## src/rtl/slot_pkg.sv

```systemverilog
// Shared types and constants for the slot-machine credit controller.
package slot_pkg;

    localparam int DEF_SCORE_W = 17;
    localparam logic [DEF_SCORE_W-1:0] CREDIT_MAX = {DEF_SCORE_W{1'b1}};

    typedef enum logic [1:0] {
        IDLE   = 2'd0,
        SPIN   = 2'd1,
        PAYOUT = 2'd2
    } state_e;

endpackage

```

## src/rtl/sat_adder.sv

```systemverilog
// Three-operand unsigned adder that clamps at 2^W-1 instead of wrapping.
module sat_adder #(
    parameter int W = 17
) (
    input  logic [W-1:0] a_i,
    input  logic [W-1:0] b_i,
    input  logic [W-1:0] c_i,
    output logic [W-1:0] sum_o
);

    localparam logic [W-1:0] MAXV = {W{1'b1}};

    // Two guard bits hold any carry from three W-bit operands.
    logic [W+1:0] sum_w;

    // Full-width sum, then clamp if any guard bit is set.
    always_comb begin
        sum_w = {2'b00, a_i} + {2'b00, b_i} + {2'b00, c_i};
        sum_o = (sum_w[W+1:W] != 2'b00) ? MAXV : sum_w[W-1:0];
    end

endmodule

```

## src/rtl/slot_credit_ctrl.sv

```systemverilog
// Slot-machine credit controller: debits bets, hands off to the reels,
// credits the payout and accepts coins, all with saturating arithmetic.
module slot_credit_ctrl
    import slot_pkg::*;
#(
    parameter int SCORE_W     = slot_pkg::DEF_SCORE_W,
    parameter int SINGLE_BET  = 1,
    parameter int MAX_BET     = 5,
    parameter int MULT_W      = 4,
    parameter int INIT_CREDIT = 100,
    parameter int COIN_VALUE  = 1
) (
    input  logic               clk,
    input  logic               resetn,
    input  logic               bet_req,
    input  logic               max_sel,
    input  logic               coin_in,
    input  logic               spin_done,
    input  logic [MULT_W-1:0]  payout_mult,
    output logic [SCORE_W-1:0] credit,
    output logic [SCORE_W-1:0] bet_amount,
    output logic               spin_start,
    output logic               busy,
    output logic               insufficient,
    output logic               win_pulse,
    output logic [SCORE_W-1:0] last_payout
);

    localparam int PW = SCORE_W + MULT_W;
    localparam logic [SCORE_W-1:0] CMAX     = {SCORE_W{1'b1}};
    localparam logic [SCORE_W-1:0] SINGLE_V = SCORE_W'(SINGLE_BET);
    localparam logic [SCORE_W-1:0] MAX_V    = SCORE_W'(MAX_BET);
    localparam logic [SCORE_W-1:0] INIT_V   = SCORE_W'(INIT_CREDIT);
    localparam logic [SCORE_W-1:0] COIN_V   = SCORE_W'(COIN_VALUE);

    state_e             state_q;
    logic [SCORE_W-1:0] credit_q, credit_d;
    logic [SCORE_W-1:0] bet_amount_q;
    logic [SCORE_W-1:0] last_payout_q;
    logic               spin_start_q, busy_q, insufficient_q, win_pulse_q;

    logic [SCORE_W-1:0] bet_sel;
    logic               bet_ok;
    logic               bet_take;
    logic [SCORE_W-1:0] base;
    logic [SCORE_W-1:0] pay_add;
    logic [SCORE_W-1:0] coin_add;
    logic [PW-1:0]      prod;
    logic [SCORE_W-1:0] payout_clamped;

    // Bet decision, debit and payout product; the compare sees the
    // pre-coin credit so a same-cycle coin cannot rescue a short bet.
    always_comb begin
        bet_sel  = max_sel ? MAX_V : SINGLE_V;
        bet_ok   = (credit_q >= bet_sel);
        bet_take = (state_q == IDLE) && bet_req && bet_ok;
        // Subtraction cannot underflow: only taken when bet_ok.
        base     = credit_q - (bet_take ? bet_sel : '0);
        pay_add  = (state_q == PAYOUT) ? last_payout_q : '0;
        coin_add = coin_in ? COIN_V : '0;
        prod     = PW'(bet_amount_q) * PW'(payout_mult);
        payout_clamped = (prod > PW'(CMAX)) ? CMAX : prod[SCORE_W-1:0];
    end

    // Debit, payout and coin fold into one saturating update.
    sat_adder #(.W(SCORE_W)) u_credit_add (
        .a_i   (base),
        .b_i   (pay_add),
        .c_i   (coin_add),
        .sum_o (credit_d)
    );

    // Round FSM with registered credit, latches and one-cycle pulses.
    always_ff @(posedge clk or negedge resetn) begin
        if (!resetn) begin
            state_q        <= IDLE;
            credit_q       <= INIT_V;
            bet_amount_q   <= '0;
            last_payout_q  <= '0;
            spin_start_q   <= 1'b0;
            busy_q         <= 1'b0;
            insufficient_q <= 1'b0;
            win_pulse_q    <= 1'b0;
        end else begin
            credit_q       <= credit_d;
            spin_start_q   <= 1'b0;
            insufficient_q <= 1'b0;
            win_pulse_q    <= 1'b0;
            case (state_q)
                IDLE: begin
                    if (bet_req) begin
                        if (bet_ok) begin
                            bet_amount_q <= bet_sel;
                            spin_start_q <= 1'b1;
                            busy_q       <= 1'b1;
                            state_q      <= SPIN;
                        end else begin
                            insufficient_q <= 1'b1;
                        end
                    end
                end
                SPIN: begin
                    if (spin_done) begin
                        last_payout_q <= payout_clamped;
                        state_q       <= PAYOUT;
                    end
                end
                PAYOUT: begin
                    win_pulse_q <= (last_payout_q != '0);
                    busy_q      <= 1'b0;
                    state_q     <= IDLE;
                end
                default: begin
                    busy_q  <= 1'b0;
                    state_q <= IDLE;
                end
            endcase
        end
    end

    assign credit       = credit_q;
    assign bet_amount   = bet_amount_q;
    assign last_payout  = last_payout_q;
    assign spin_start   = spin_start_q;
    assign busy         = busy_q;
    assign insufficient = insufficient_q;
    assign win_pulse    = win_pulse_q;

endmodule

```

## config.mk

```make
export PLATFORM = sky130hd
export DESIGN_NAME = slot_credit_ctrl
export DESIGN_NICKNAME = d
export VERILOG_FILES = /design/src/rtl/slot_pkg.sv /design/src/rtl/sat_adder.sv /design/src/rtl/slot_credit_ctrl.sv
export SDC_FILE = /design/constraint.sdc
export NUM_CORES = 1
export LEC_CHECK = 0
export BUFFER_PORTS_ARGS = -buffer_cell sky130_fd_sc_hd__buf_4
export CAP_MARGIN = 20
export CORE_MARGIN = 5
export CORE_UTILIZATION = 40
export CTS_CLUSTER_SIZE = 8
export DETAILED_ROUTE_END_ITERATION = 10
export GPL_TIMING_DRIVEN = 0
export PLACE_DENSITY = 0.64
export SYNTH_ARGS = -nofsm -noshare
export SYNTH_HDL_FRONTEND = slang
export SYNTH_SLANG_ARGS = --single-unit
export TNS_END_PERCENT = 5
```

## constraint.sdc

```tcl
create_clock -name clk -period 8.7 [get_ports clk]
set_input_delay 0.87 -clock clk [delete_from_list [all_inputs] [get_ports clk]]
set_output_delay 0.87 -clock clk [all_outputs]
set_load 0.01 [all_outputs]
```

==> run_results.csv, run 1 <==
group,metric,value,unit
setup_path,crit_path_start_kind,"register",
setup_path,crit_top_cell,"nand2_1",
floorplan,die_h,95.8,um
routing,drt-vias-per-instance,5.23,
synth,seq_area_frac_synth,27.3,%
power_and_ir_drop,internal_power,584,uW
timing,tns,0,ns
routing,via_count,2697,
routing,post_drt_wl_per_cell,15.0,um
final_layout,regArea,805,um^2
placed_design,placement.cell_area,3450,um^2
floorplan,initial_utilization,40.9,%
power_and_ir_drop,p_clk_share,12.0,%
synth,synth_edf_count,0,
synth,synthFlopType,"dfrtp_1",
clock_tree,htreeDepth,2,
worst_hold_path,hp-class,"input pin to async pin",
synth,synth_most_common_cell,"nand2_1",
power_and_ir_drop,p_leak,1.70,nW
power_and_ir_drop,swShare,46.8,%
power_and_ir_drop,powerDensity,309,nW/um^2
routing,drtAntennaViolNets,0,
final_layout,n_fill_cell,740,
synth,ys_seq_elements,32,
power_and_ir_drop,pwr-share-comb,61.1,%
power_and_ir_drop,p_seq_share,27.0,%
timing,finalSetupViolCount,0,
clock_tree,cts-root-buf,"clkbuf_8",
final_layout,nNetsFinal,447,
timing,period_needed,6.77,ns
synth,synth_top_area_cell,"dfrtp_1",
timing,worst_slew_pin_slew,0.875,ns
clock_tree,numCtsBuffers,5,
timing,fin_crit_sh,77.8,%
setup_path,reg2reg_from,"credit[8]$_DFF_PN0_",
routing,drc,0,
synth,yosysTopAreaCellShare,24.6,%
final_layout,syn_to_final_growth,20.5,%
global_route,grt.busiest_layer,"met2",
setup_path,rrSetupSlack,1.93,ns
synth,synth_top_cells_by_count,"nand2_1, dfrtp_1, buf_4",
clock_tree,path_clk_slew,0.08,ns
final_layout,final_area,3550,um^2
placed_design,routabilityCongestion,0.906,
setup_path,end_kind,"register",
final_layout,diodes,0,
clock_tree,cts_max_path_buffers,2,
synth,synthesis.instances,347,
status,status,"finished, final reports clean",
clock_tree,postCtsSetupRepairBufs,0,
synth,syn_area,2950,um^2
setup_path,regToRegEndpoint,"credit[4]$_DFF_PN0_",
clock_tree,cts_num_sinks,32,
global_route,grt_use_met3,3.05,%
timing,maxSlewViolCount,0,
global_route,use_met1,21.7,%
clock_tree,clk_latency,0.29,ns
routing,routed_wl,7730,um
floorplan,die_area,9190,um^2
timing,fmax,148,MHz
global_route,grt_pass1_vias,2657,
flow_run,maxCapViolCount,0,
synth,ys_types,67,
final_layout,multi_input_area,1950,um^2
global_route,grt_use_met2,30.5,%
floorplan,core_area,7210,um^2
global_route,track_usage,17.4,%
timing,rsz0062_at_grt,"false",
timing,finClkSkew,0.00799,ns
clock_tree,cts_tree,"yes",
global_route,grt_first_pass_wirelength,12500,um
setup_path,critPathArrivalTime,6.94,ns
global_route,grt_max_degree,33,
timing,hold_viol,0,
synth,ys_warn_count,0,
setup_path,rr_worst_depth,23,
synth,yosys-top-cells-area,"dfrtp_1, ha_1, buf_4",
synth,synthArstFlopShare,100,%
setup_path,slowest_delay,0.58,ns
floorplan,row_count,31,
floorplan,ios,65,
setup_path,cp.required,8.87,ns
global_route,antenna_found_initial,0,
floorplan,die_w,95.8,um
power_and_ir_drop,max-vdd-ir-drop,0.133,mV
final_layout,drive_above_1_share,23.0,%
power_and_ir_drop,power_switching,514,uW
clock_tree,cts_resized,0,
setup_path,worst_path_max_delay_cell,"or4_4",
clock_tree,holdBufCountCts,0,
placed_design,hpwl,6080,um
setup_path,path_cells,"clkbuf_1 > or4_4 > nor4_1 > nand4_1 > nor4bb_1 > nand2_1 > ha_1 > clkbuf_1 > inv_1 > nand2_1 > nor2_1 > xor2_1 > ha_1 > a21o_1 > a211oi_1 > o22a_1 > a2111oi_0 > a211oi_1 > a221oi_2 > and2_2 > a41oi_2 > buf_4 > nand2_1",
setup_path,crit_fanout,10,
setup_path,path_class,"register to register",
timing,relSlewSlack,41.1,%
placed_design,portBuffers,39,
synth,synth_area_per_cell,8.50,um^2
routing,drtIter0Drc,185,
global_route,grt-ovfl-total,0,
routing,dr.pass1.iters,4,
==> per-stage QoR <==
stage               hold WS [ns]  power [mW]  util [%]  setup slack [ns]  instances
finish                     0.505        1.10      49.2              1.93        516
global route               0.548        1.20      49.2              1.57        516
CTS                        0.527        1.10      49.2              2.02        516
detailed placement         0.508       0.968      47.9              2.05        509
global placement           0.518       0.957      47.9              2.11        509
floorplan                  0.490       0.752         -              3.28        371
==> layer usage <==
metal | vias up | routed length [um]
met5 | - | 0
met4 | 0 | 158
met3 | 15 | 484
met2 | 101 | 3670
met1 | 1247 | 3410
li1 | 1334 | -
==> cells by family (layout without fill, tap and decap cells) <==
logic type | count (synthesis) | after routing | share of synthesized area, %
other | 1 | 25 | 0.127
AOI/OAI and AO/OA | 75 | 75 | 18.9
xor gates and xnor gates | 34 | 34 | 10.1
DFF | 32 | 32 | 27.3
and+or+nand+nor | 136 | 136 | 25.0
muxes | 1 | 1 | 0.340
buffers and inverters | 48 | 94 | 9.46
adders and majority gates | 20 | 20 | 8.74
==> layout by cell type, fill, tap and decap left out, types with 6 or more instances in the layout <==
cell and instances:
inv_1 15, nor3_1 9, clkbuf_8 7, nand3_1 10
and3_1 6, nor4_1 6, xor2_1 13, conb_1 25
and2_1 15, clkbuf_1 6, a21oi_1 11, dfrtp_1 29
buf_4 65, xnor2_1 21, o21ai_0 16, nand2_1 41
ha_1 19, nor2_1 12
==> sequential cells by signal (all words and copies together) (netlist names) <==
signal,count
credit,17
spin_start,1
state_q,2
insufficient,1
last_payout,7
bet_amount,2
busy,1
win_pulse,1
==> layout make-up <==
| type | instances | area share (%) |
|---|---|---|
| buffer | 33 | 6.27 |
| multi-input combinational | 291 | 55.0 |
| tap | 99 | 3.49 |
| timing repair buffer | 39 | 8.25 |
| sequential | 32 | 22.7 |
| clock buffer | 7 | 2.71 |
| inverter | 15 | 1.59 |
==> how the worst max path moves through the flow <==
stage / from / endpoint / slack (ns) / depth (start not counted)
global route: credit[8]$_DFF_PN0_ / credit[13]$_DFF_PN0_ / 1.57 / 23
CTS: credit[8]$_DFF_PN0_ / credit[10]$_DFF_PN0_ / 2.02 / 23
floorplan: max_sel / credit[15]$_DFF_PN0_ / 3.28 / 19
global placement: credit[8]$_DFF_PN0_ / credit[4]$_DFF_PN0_ / 2.11 / 23
finish: credit[8]$_DFF_PN0_ / credit[4]$_DFF_PN0_ / 1.93 / 23
detailed placement: credit[8]$_DFF_PN0_ / credit[10]$_DFF_PN0_ / 2.05 / 23
==> power groups by stage <==
stage          clock network (mW)  logic, mW  registers (mW)
3_3_place_gp                    0      0.660           0.296
4_1_cts                     0.132      0.673           0.296
6_report                    0.131      0.670           0.296
3_5_place_dp                    0      0.669           0.299
5_1_grt                     0.141      0.749           0.307
2_1_floorplan                   0      0.447           0.305
==> critical path: cells and delay by family, from the launching register on <==
family	cells	cell delay, ns
adders and majority gates	2	0.54
and+or+nand+nor	9	2.33
DFF	1	0.38
AOI/OAI and AO/OA	7	2.04
xor gates and xnor gates	1	0.15
buffers and inverters	4	1.21
Note: power is estimated with default switching activity, not from simulation.
==> inputs of run 2 (changes only) <==
==> constraint.sdc (replaced) <==
create_clock -name clk -period 6.6 [get_ports clk]
set_input_delay 0.66 -clock clk [delete_from_list [all_inputs] [get_ports clk]]
set_output_delay 0.66 -clock clk [all_outputs]
set_load 0.01 [all_outputs]
==> run 2 against run 1 <==
  * Cell count stayed put
  * Clock power is 31% higher
  * Largest power group unchanged
  * Combinational power is 32% higher
  * Sequential power is 32% higher
  * Non-clock buffer count stayed put
  * Fmax is 8.4% higher
  * Die area stayed put
  * Clock-buffer cell count stayed put
  * Global-route usage stayed put
  * Worst hold slack worse by 0.20 ns
==> run_results.csv, run 2 (synthesis gave the netlist of run 1 again) <==
group,metric,value,unit
placed_design,dpl.cell_count,509,
timing,hold_viol,0,
setup_path,crit_path_start_kind,"register",
setup_path,crit_family,"simple AND/OR/NAND/NOR gates",
floorplan,initial_utilization,40.9,%
status,status,"finished, final reports clean",
floorplan,ios,65,
final_layout,layout_commonest_cell,"buf_4",
placed_design,hpwl,6080,um
timing,fin_crit_sh,94.7,%
worst_hold_path,hp-class,"input pin to async pin",
setup_path,rrSetupSlack,0.35,ns
setup_path,slowest_delay,0.60,ns
setup_path,cp-startpoint,"credit[8]$_DFF_PN0_",
setup_path,cp.required,6.82,ns
final_layout,final_cell_mix,"buf_4, nand2_1, dfrtp_1",
final_layout,final_cells,516,
final_layout,regArea,805,um^2
setup_path,path_buf_inv,3,
setup_path,rr_worst_depth,21,
clock_tree,path_clk_slew,0.07,ns
placed_design,portBuffers,39,
setup_path,critPathArrivalTime,6.47,ns
routing,drtAntennaViolNets,0,
clock_tree,cts_num_sinks,32,
setup_path,cp-endpoint,"credit[10]$_DFF_PN0_",
floorplan,core_area,7210,um^2
global_route,antenna_found_initial,0,
flow_run,maxCapViolCount,0,
power_and_ir_drop,powerDensity,407,nW/um^2
clock_tree,cts_tree,"yes",
global_route,track_usage,17.4,%
power_and_ir_drop,max-vdd-ir-drop,0.175,mV
setup_path,path_class,"register to register",
clock_tree,cts-root-buf,"clkbuf_8",
setup_path,crit_fanout,10,
routing,drt-vias-per-instance,5.21,
final_layout,multi_input_area,1960,um^2
final_layout,drive_above_1_share,23.5,%
setup_path,crit_cells,21,
routing,drtIter0Drc,163,
clock_tree,numCtsBuffers,5,
routing,dr.pass1.iters,4,
final_layout,largest_reg_flops,17,
power_and_ir_drop,p_leak,1.70,nW
routing,post_drt_wl_per_cell,15.0,um
routing,drc,0,
floorplan,row_count,31,
clock_tree,postCtsSetupRepairBufs,0,
final_layout,diodes,0,
global_route,grt_first_pass_wirelength,12500,um
final_layout,syn_to_final_growth,20.7,%
final_layout,nNetsFinal,447,
timing,rsz0062_at_grt,"false",
timing,maxSlewViolCount,0,
clock_tree,clk_latency,0.28,ns
floorplan,die_w,95.8,um
setup_path,path_cells,"clkbuf_1 > or4_4 > nor4_2 > nand4_1 > nor4bb_1 > nand2_1 > ha_1 > buf_2 > a21oi_1 > nor3b_1 > xor2_1 > ha_1 > or2_2 > o21ai_0 > a21oi_1 > o32ai_1 > xor2_1 > and2_1 > a41oi_2 > buf_4 > nand2_1",
routing,via_count,2690,
setup_path,end_kind,"register",
global_route,grt-ovfl-total,0,
timing,finClkSkew,0.00594,ns
timing,finalSetupViolCount,0,
clock_tree,htreeDepth,2,
timing,tns,0,ns
timing,worst_slew_pin_slew,0.895,ns
timing,period_needed,6.25,ns
timing,relSlewSlack,39.7,%
setup_path,worst_path_max_delay_cell,"xor2_1",
global_route,grt_max_degree,33,
routing,routed_wl,7720,um
setup_path,reg2reg_from,"credit[8]$_DFF_PN0_",
clock_tree,cts_max_path_buffers,2,
floorplan,die_area,9190,um^2
power_and_ir_drop,power,1.45,mW
placed_design,routabilityCongestion,0.906,
setup_path,regToRegEndpoint,"credit[10]$_DFF_PN0_",
floorplan,die_h,95.8,um
timing,fmax,160,MHz
global_route,grt_pass1_vias,2657,
final_layout,n_fill_cell,738,
==> run 2: cell types whose count changed in the layout (fill, tap and decap cells not counted) <==
| cell | delta |
|---|---|
| clkbuf_2 | +1 |
| nor4_2 | +1 |
| nor4_1 | -1 |
| clkbuf_1 | -1 |
==> run 2: through the flow <==
step	util [%]	setup slack, ns	hold WS [ns]	area, um^2
4_1_cts	49.3	0.131	0.330	3560
5_1_grt	49.3	0.0225	0.338	3560
6_report	49.3	0.353	0.301	3560
2_1_floorplan	-	1.22	0.364	3040
3_5_place_dp	47.9	-0.0515	0.508	3450
3_3_place_gp	47.9	0.0110	0.518	3450
==> run 2: layout make-up <==
type	instances	area share, %
multi-input cells	291	55.1
flip-flops and latches	32	22.6
repair buffers	39	8.23
plain buffers	33	6.29
well taps	99	3.48
clock buffers	7	2.71
inverters	15	1.58
==> run 2: worst min path at each step <==
stage / slack [ns] / cells past startpoint / end
global placement: 0.52 / 2 / busy$_DFFE_PN0P_
floorplan: 0.36 / 0 / bet_amount[0]$_DFFE_PN0P_
detailed placement: 0.51 / 2 / busy$_DFFE_PN0P_
global route: 0.34 / 1 / credit[13]$_DFF_PN0_
finish: 0.30 / 1 / credit[13]$_DFF_PN0_
CTS: 0.33 / 1 / credit[7]$_DFF_PN0_
==> run 2: report_power, final <==
group / switching (mW) / leakage (nW) / total (mW) / internal (mW)
Combinational: 0.491 / 1.25 / 0.885 / 0.393
Sequential: 0.107 / 0.394 / 0.392 / 0.285
Clock: 0.0783 / 0.0503 / 0.171 / 0.0931
==> run 2: routing by layer <==
metal / track usage (%) / up-vias / wire [um]
li1: - / 1332 / -
met1: 21.7 / 1249 / 3440
met2: 30.5 / 98 / 3670
met3: 3.05 / 11 / 475
met4: 5.33 / 0 / 139
met5: 0 / - / 0
==> run 2: repair_timing <==
item                       4_1_cts  5_1_grt
hold buffers                     0        0
setup endpoints to repair       11       17
gates resized for setup          1        2
pin swaps                        0        1
==> inputs of run 3 (changes only) <==
--- a/config.mk
+++ b/config.mk
@@ -7,12 +7,11 @@
 export LEC_CHECK = 0
 export BUFFER_PORTS_ARGS = -buffer_cell sky130_fd_sc_hd__buf_4
 export CAP_MARGIN = 20
-export CORE_MARGIN = 5
-export CORE_UTILIZATION = 40
+export CORE_UTILIZATION = 55
 export CTS_CLUSTER_SIZE = 8
 export DETAILED_ROUTE_END_ITERATION = 10
 export GPL_TIMING_DRIVEN = 0
-export PLACE_DENSITY = 0.64
+export PLACE_DENSITY = 0.83
 export SYNTH_ARGS = -nofsm -noshare
 export SYNTH_HDL_FRONTEND = slang
 export SYNTH_SLANG_ARGS = --single-unit
==> run 3 against run 2 <==
  * Sequential share of layout area is 0.064 points higher
  * Power rose by 2.0%
  * Final area down 0.28%
  * Highest routed layer unchanged
==> run_results.csv, run 3 (synthesis gave the netlist of run 1 again) <==
group,metric,value,unit
status,status,"finished, final reports clean",
floorplan,ios,65,
routing,via_count,2723,
flow_run,maxCapViolCount,0,
setup_path,crit_fanout,10,
final_layout,largest_reg_flops,17,
global_route,grt-ovfl-total,0,
timing,finalSetupViolCount,0,
power_and_ir_drop,p_clk_share,12.9,%
clock_tree,clk_latency,0.29,ns
setup_path,crit_top_cell,"nand2_1",
global_route,grt.busiest_layer,"met2",
setup_path,cp.required,6.77,ns
power_and_ir_drop,max-vdd-ir-drop,0.236,mV
clock_tree,cts-root-buf,"clkbuf_8",
timing,period_needed,6.18,ns
placed_design,placement.cell_area,3420,um^2
setup_path,reg2reg_from,"credit[8]$_DFF_PN0_",
timing,worst_slew_pin_slew,0.911,ns
routing,dr.pass1.iters,4,
power_and_ir_drop,pwr-share-comb,60.7,%
setup_path,cp-startpoint,"credit[8]$_DFF_PN0_",
routing,routed_wl,7310,um
worst_hold_path,hp-class,"input pin to async pin",
floorplan,die_w,75.2,um
global_route,antenna_found_initial,0,
global_route,grt_use_met3,4.95,%
routing,drtIter0Drc,213,
final_layout,n_fill_cell,445,
setup_path,end_kind,"register",
clock_tree,cts_max_path_buffers,2,
setup_path,crit_family,"simple AND/OR/NAND/NOR gates",
timing,fmax,162,MHz
placed_design,portBuffers,39,
setup_path,critPathArrivalTime,6.35,ns
final_layout,syn_to_final_growth,20.4,%
routing,drc,0,
power_and_ir_drop,internal_power,792,uW
final_layout,drive_above_1_share,23.9,%
floorplan,core_area,5140,um^2
power_and_ir_drop,swShare,46.4,%
final_layout,final_area,3550,um^2
final_layout,diodes,0,
floorplan,die_h,75.2,um
power_and_ir_drop,p_seq_share,26.3,%
power_and_ir_drop,power_switching,685,uW
timing,maxSlewViolCount,0,
timing,finClkSkew,0.00975,ns
global_route,grt_use_met2,45.1,%
timing,fin_crit_sh,93.6,%
global_route,grt_first_pass_wirelength,11400,um
routing,drtAntennaViolNets,0,
clock_tree,cts_num_sinks,32,
clock_tree,cts_tree,"yes",
global_route,grt_pass1_vias,2490,
final_layout,layout_commonest_cell,"buf_4",
setup_path,path_buf_inv,3,
clock_tree,htreeDepth,2,
placed_design,hpwl,5650,um
timing,relSlewSlack,38.7,%
clock_tree,numCtsBuffers,5,
final_layout,regArea,805,um^2
global_route,track_usage,27.1,%
power_and_ir_drop,p_leak,1.71,nW
power_and_ir_drop,powerDensity,416,nW/um^2
setup_path,worst_path_max_delay_cell,"or4_4",
final_layout,multi_input_area,1970,um^2
timing,rsz0062_at_grt,"false",
routing,drt-vias-per-instance,5.57,
placed_design,routabilityCongestion,0.952,
final_layout,fin_util,69.0,%
floorplan,die_area,5660,um^2
clock_tree,path_clk_slew,0.07,ns
setup_path,path_class,"register to register",
global_route,use_met1,33.9,%
final_layout,nNetsFinal,448,
floorplan,row_count,26,
final_layout,final_cell_mix,"buf_4, nand2_1, dfrtp_1",
setup_path,path_cells,"clkbuf_1 > or4_4 > nor4_2 > nand4_1 > nor4bb_1 > nand2_1 > ha_1 > buf_2 > nand2b_1 > nand2_1 > nor2_1 > xor2_1 > ha_1 > a21o_1 > a211oi_1 > o22a_1 > a2111oi_0 > a211oi_1 > a221oi_2 > and2_2 > a41oi_2 > buf_4 > nand2_1",
routing,post_drt_wl_per_cell,15.0,um
timing,tns,0,ns
global_route,grt_max_degree,33,
setup_path,crit_path_start_kind,"register",
timing,hold_viol,0,
setup_path,slowest_delay,0.58,ns
floorplan,initial_utilization,57.4,%
run 3: cell types whose count changed in the layout (fill, tap and decap cells not counted):
| cell | before | now |
|---|---|---|
| clkbuf_8 | 7 | 5 |
| buf_4 | 65 | 66 |
| bufinv_16 | 0 | 1 |
| clkbuf_1 | 5 | 6 |
| clkinv_2 | 0 | 1 |
| xor2_1 | 13 | 12 |
| xor2_2 | 0 | 1 |
run 3: final timing paths:
check                      slack (ns)  depth (start not counted)                    to
setup / recovery                 0.42                         23   credit[4]$_DFF_PN0_
hold / removal                   0.31                          1  credit[11]$_DFF_PN0_
setup reg to reg                 0.42                         23   credit[4]$_DFF_PN0_
hold reg to reg                  0.54                          2      busy$_DFFE_PN0P_
max in group asynchronous        5.94                          1   credit[6]$_DFF_PN1_
min in group clk                 0.54                          2      busy$_DFFE_PN0P_
run 3: timing repair:
item                                    CTS  global route
hold buffers                              0             0
endpoints found under the setup margin    0            17
buffers inserted                          0             1
resized for setup                         0             4
hold endpoints to repair                  0             0
run 3: metrics by stage:
stage | setup slack (ns) | power, mW | cells | hold WS (ns)
6_report | 0.424 | 1.48 | 489 | 0.310
5_1_grt | 0.0991 | 1.59 | 489 | 0.334
4_1_cts | 0.0957 | 1.46 | 488 | 0.319
3_5_place_dp | 0.122 | 1.26 | 480 | 0.524
3_3_place_gp | 0.223 | 1.24 | 480 | 0.505
2_1_floorplan | 1.22 | 0.991 | 371 | 0.364
run 3: final cells by class:
cell class / count / area share (%)
multi-input combinational: 291 / 55.5
sequential: 32 / 22.7
timing repair buffer: 40 / 8.46
buffer: 33 / 6.31
tap: 70 / 2.47
clock buffer: 6 / 2.05
inverter: 15 / 1.59
clock inverter: 2 / 0.987
run 3: worst register-to-register path, delay by kind of cell, from the launching register on:
kind	cells	cell delay [ns]
XOR/XNOR	1	0.18
buffers and inverters	3	0.68
AO/OA/AOI/OAI	7	2.03
adder cells (fa/ha/maj)	2	0.53
flip-flops	1	0.38
AND/OR/NAND/NOR	10	2.25
run 3: routing by layer:
metal | part of all wire, % | vias up | wire length [um]
met5 | 0 | - | 0
met2 | 49 | 96 | 3560
li1 | - | 1339 | -
met4 | 3.0 | 0 | 218
met3 | 5.4 | 24 | 397
met1 | 43 | 1264 | 3130
run 3: power groups by stage:
| stage | clock network (mW) | registers (mW) | logic, mW |
|---|---|---|---|
| final | 0.191 | 0.389 | 0.897 |
| after global placement | 0 | 0.384 | 0.854 |
| after detailed placement | 0 | 0.387 | 0.876 |
| after floorplan | 0 | 0.401 | 0.590 |
| after global routing | 0.200 | 0.402 | 0.988 |
| after CTS | 0.194 | 0.385 | 0.883 |
